## src/rtl/main_decoder.sv

```systemverilog
// RV32I main control decoder: opcode -> datapath controls, registered (REG_OUT=1) or combinational.
// Optional jump/upper-immediate decode is enabled by defining RV32_JUMP_UPPER_EN.
module main_decoder #(
    parameter int WIDTH   = 7,
    parameter bit REG_OUT = 1'b1
) (
    input  logic             clk,
    input  logic             rst_n,
    input  logic [WIDTH-1:0] Op,
    output logic             RegWrite,
    output logic [1:0]       ImmSrc,
    output logic             ALUSrc,
    output logic             MemWrite,
    output logic             ResultSrc,
    output logic             Branch,
    output logic [1:0]       ALUOp,
`ifdef RV32_JUMP_UPPER_EN
    output logic             Jump,
    output logic             LinkSel,
    output logic [1:0]       UpperSel,
`endif
    output logic             Illegal
);

`ifdef RV32_JUMP_UPPER_EN
    localparam int CW = 14;
`else
    localparam int CW = 10;
`endif

    if (WIDTH != 7) begin : g_bad_width
        $error("main_decoder: only WIDTH=7 is supported");
    end

    // Control word layout, LSB first: Illegal, ALUOp[1:0], Branch, ResultSrc,
    // MemWrite, ALUSrc, ImmSrc[1:0], RegWrite, then UpperSel[1:0], LinkSel, Jump.
    function automatic logic [CW-1:0] decode_op(input logic [6:0] op);
        logic [CW-1:0] c;
        c = '0;
        case (op)
            7'b0000011: c[9:0] = 10'b1_00_1_0_1_0_00_0;
            7'b0100011: c[9:0] = 10'b0_01_1_1_0_0_00_0;
            7'b0110011: c[9:0] = 10'b1_00_0_0_0_0_10_0;
            7'b1100011: c[9:0] = 10'b0_10_0_0_0_1_01_0;
            7'b0010011: c[9:0] = 10'b1_00_1_0_0_0_10_0;
`ifdef RV32_JUMP_UPPER_EN
            7'b1101111: c = 14'b1_1_00_1_11_0_0_0_0_00_0;
            7'b1100111: c = 14'b1_1_00_1_00_1_0_0_0_00_0;
            7'b0110111: c = 14'b0_0_01_1_11_1_0_0_0_00_0;
            7'b0010111: c = 14'b0_0_10_1_11_1_0_0_0_00_0;
`endif
            // Unknown, reserved, X or Z opcodes all land here as a safe illegal NOP.
            default:    c[0] = 1'b1;
        endcase
        return c;
    endfunction

    logic [CW-1:0] ctrl_d;
    logic [CW-1:0] ctrl_s;

    // Next control word from the current opcode.
    always_comb begin
        ctrl_d = decode_op(Op);
    end

    if (REG_OUT) begin : g_reg
        logic [CW-1:0] ctrl_q;

        // Output register; reset forces the all-zero NOP word.
        always_ff @(posedge clk or negedge rst_n) begin
            if (!rst_n) begin
                ctrl_q <= '0;
            end else begin
                ctrl_q <= ctrl_d;
            end
        end

        assign ctrl_s = ctrl_q;
    end else begin : g_comb
        assign ctrl_s = ctrl_d;
    end

    assign Illegal   = ctrl_s[0];
    assign ALUOp     = ctrl_s[2:1];
    assign Branch    = ctrl_s[3];
    assign ResultSrc = ctrl_s[4];
    assign MemWrite  = ctrl_s[5];
    assign ALUSrc    = ctrl_s[6];
    assign ImmSrc    = ctrl_s[8:7];
    assign RegWrite  = ctrl_s[9];
`ifdef RV32_JUMP_UPPER_EN
    assign UpperSel  = ctrl_s[11:10];
    assign LinkSel   = ctrl_s[12];
    assign Jump      = ctrl_s[13];
`endif

endmodule

```

## config.mk

```make
export PLATFORM = sky130hd
export DESIGN_NAME = main_decoder
export DESIGN_NICKNAME = d
export VERILOG_FILES = /design/src/rtl/main_decoder.sv
export SDC_FILE = /design/constraint.sdc
export NUM_CORES = 1
export LEC_CHECK = 0
export BUFFER_PORTS_ARGS = -buffer_cell sky130_fd_sc_hd__buf_2
export CAP_MARGIN = 20
export CORE_AREA = 2 2 39 41
export CTS_CLUSTER_DIAMETER = 80
export DETAILED_ROUTE_END_ITERATION = 6
export DIE_AREA = 0 0 41 43
export HOLD_SLACK_MARGIN = 0.05
export SETUP_SLACK_MARGIN = 0.15
export SLEW_MARGIN = 0
export SYNTH_ARGS = -nofsm -noshare
export SYNTH_HDL_FRONTEND = slang
export SYNTH_SLANG_ARGS = --single-unit
```

## constraint.sdc

```tcl
create_clock -name clk -period 1.1 [get_ports clk]
set_input_delay 0.22 -clock clk [delete_from_list [all_inputs] [get_ports clk]]
set_output_delay 0.22 -clock clk [all_outputs]
set_load 0.03 [all_outputs]
```

==> results.json <==
{
  "place_congestion": 0.610,
  "synthTopCellsByCount": "dfrtp_1 (7), buf_4 (3), nor3_2 (2), nor3b_2 (2)",
  "criticalPathCategory": "flip-flop to output pin",
  "power.leakage_uw": 0.000227,
  "post-route-util": 0.346,
  "fp.dieW_um": 41,
  "firstDrtPassIters": 1,
  "fin_cells": 57,
  "layout.nets": 51,
  "htree_levels": 1,
  "drc_errors": 0,
  "antenna_found_initial": 0,
  "finalSetupTns_ns": 0,
  "dp_hpwl_um": 385,
  "slew_headroom": 0.874,
  "grt_pass1_vias": 162,
  "path_depth": 1,
  "drive_gt1_frac": 0.683,
  "cap_violations": 0,
  "syn_inst": 21,
  "grt.overflow.total": 0,
  "finalHoldViolCount": 0,
  "clock-sinks": 7,
  "cp_data_required_time_ns": 0.88,
  "cp_slowest_cell": "dfrtp_1",
  "synth_warnings": 0,
  "cts_tree": "yes",
  "root_buffer": "clkbuf_4",
  "vdd_drop_max_mv": 0.277,
  "synth.avg_cell_area_um2": 14.7,
  "async_reset_ff_frac": 1.00,
  "path_cells": "buf_4",
  "rsz0062_at_grt": "true",
  "critical_path.top_delay_family": "flip-flops",
  "antenna_cells": 0,
  "grt_usage": 0.0494,
  "worstSetupStartpoint": "ctrl_s[8]$_DFF_PN0_",
  "synth_top_area_frac": 0.569,
  "grt_max_degree": 8,
  "clockBufferDepth": 2,
  "drt_iter0_drc": 0,
  "io_pins": 19,
  "path_clk_slew_ns": 0.05,
  "largest_reg_flops": 7,
  "synth_top_cell_by_area": "dfrtp_1",
  "arrival_ns": 0.79,
  "routed_wl_um": 448,
  "slowest_delay_ns": 0.38,
  "critPathCaptureType": "output pin",
  "maxSlewViolCount": 0,
  "synthFlopType": "dfrtp_1",
  "hold_class": "primary input to flip-flop",
  "path_max_fanout": 3,
  "grt_pass1_wl_um": 545,
  "stdcell_area_um2": 479,
  "layout_setup_ws_ns": 0.0902,
  "rows": 14,
  "synth_seq_area_share": 0.569,
  "core_area_um2": 1380,
  "ys_ff_latch": 7,
  "dp_slack_ns": 0.162,
  "synth-edff-count": 0,
  "antenna_left": 0,
  "wl_per_cell_um": 7.86,
  "tightestPinTransition_ns": 0.187,
  "dpl_cell_area_um2": 392,
  "outcome": "complete, no violations",
  "start_kind": "flip-flop",
  "initial_utilization": 0.222,
  "placedCellCount": 52,
  "netlist-cell-type-count": 11,
  "cts_setup_buffers": 0,
  "setup-violations-final": 0,
  "synth.area.top_cells": "dfrtp_1 (57%), nor3b_2 (8.1%), buf_4 (7.3%), nor3_2 (6.5%), a211oi_2 (4.1%)",
  "power_density_nw_per_um2": 1110,
  "synth_nets": 30,
  "fmax_mhz": 990,
  "via_per_inst": 3.93,
  "port_buffers": 18,
  "min_period_over_period": 0.918,
  "netlist_area_um2": 308,
  "fin_crit_ns": 1.01,
  "cts_made_buffers": 3,
  "vias": 224,
  "crit_end": "ALUOp[0]",
  "area_growth_syn_to_layout_pct": 55.7,
  "cp_num_buf_inv": 1,
  "die-area_um2": 1760,
  "die_h_um": 43,
  "yosysMostFrequentCell": "dfrtp_1"
}
-- cells in the final DEF (no fill, tap or decap) --
cell and instances:
nand4bb_1 1, nor3_2 2, inv_1 1, a211oi_2 1, nor3b_2 2, dfrtp_1 7
nor4_2 1, buf_6 7, a21o_1 1, clkbuf_1 1, dlygate4sd3_1 1, nand2b_1 1
buf_2 8, clkbuf_4 3, buf_4 4
-- routing by layer --
layer / share of wire / track usage
met1: 0.31 / 0.0425
met2: 0.58 / 0.0719
met3: 0.11 / 0.00524
met4: 0 / 0.0800
met5: 0 / 0
-- worst min-delay path by stage --
stage / from / to / slack, ns / cells after the start
3_3_place_gp: rst_n / ctrl_s[9]$_DFF_PN0_ / 0.05 / 1
4_1_cts: Op[5] / ctrl_s[4]$_DFF_PN0_ / 0.18 / 2
6_report: Op[5] / ctrl_s[4]$_DFF_PN0_ / 0.18 / 2
3_5_place_dp: rst_n / ctrl_s[0]$_DFF_PN0_ / 0.05 / 1
5_1_grt: Op[5] / ctrl_s[4]$_DFF_PN0_ / 0.17 / 2
2_1_floorplan: rst_n / ctrl_s[0]$_DFF_PN0_ / -0.08 / 0
-- per-stage QoR --
| stage | hold WS [ns] | power, µW |
|---|---|---|
| 5_1_grt | 0.174 | 558 |
| 3_3_place_gp | 0.0516 | 314 |
| 2_1_floorplan | -0.0756 | 287 |
| 6_report | 0.180 | 533 |
| 3_5_place_dp | 0.0548 | 315 |
| 4_1_cts | 0.177 | 543 |
-- where the power goes --
part	switching (µW)	internal [µW]
Sequential	1.26	261
Clock	78.7	137
Combinational	29.7	25.5
Total	110	424
-- logic make-up after synthesis --
| family | share of synthesized area |
|---|---|
| simple gates | 0.244 |
| buf+inv | 0.122 |
| flops | 0.569 |
| compound gates | 0.0650 |
-- repair_timing --
item                                   in CTS  in global routing
hold buffers                                1                  0
setup endpoints to repair                  10                 10
resized for setup                          12                  8
endpoints found under the hold margin       7                  0
-- final cells by class --
class                   count  area [µm²]
well taps                  16        20.0
clock buffers               4        26.3
flip-flops and latches      7         175
inverters                   1        3.75
repair buffers             20         159
multi-input cells           9        95.1
fillers                   132         905
Power figures use the tool's default switching activity.
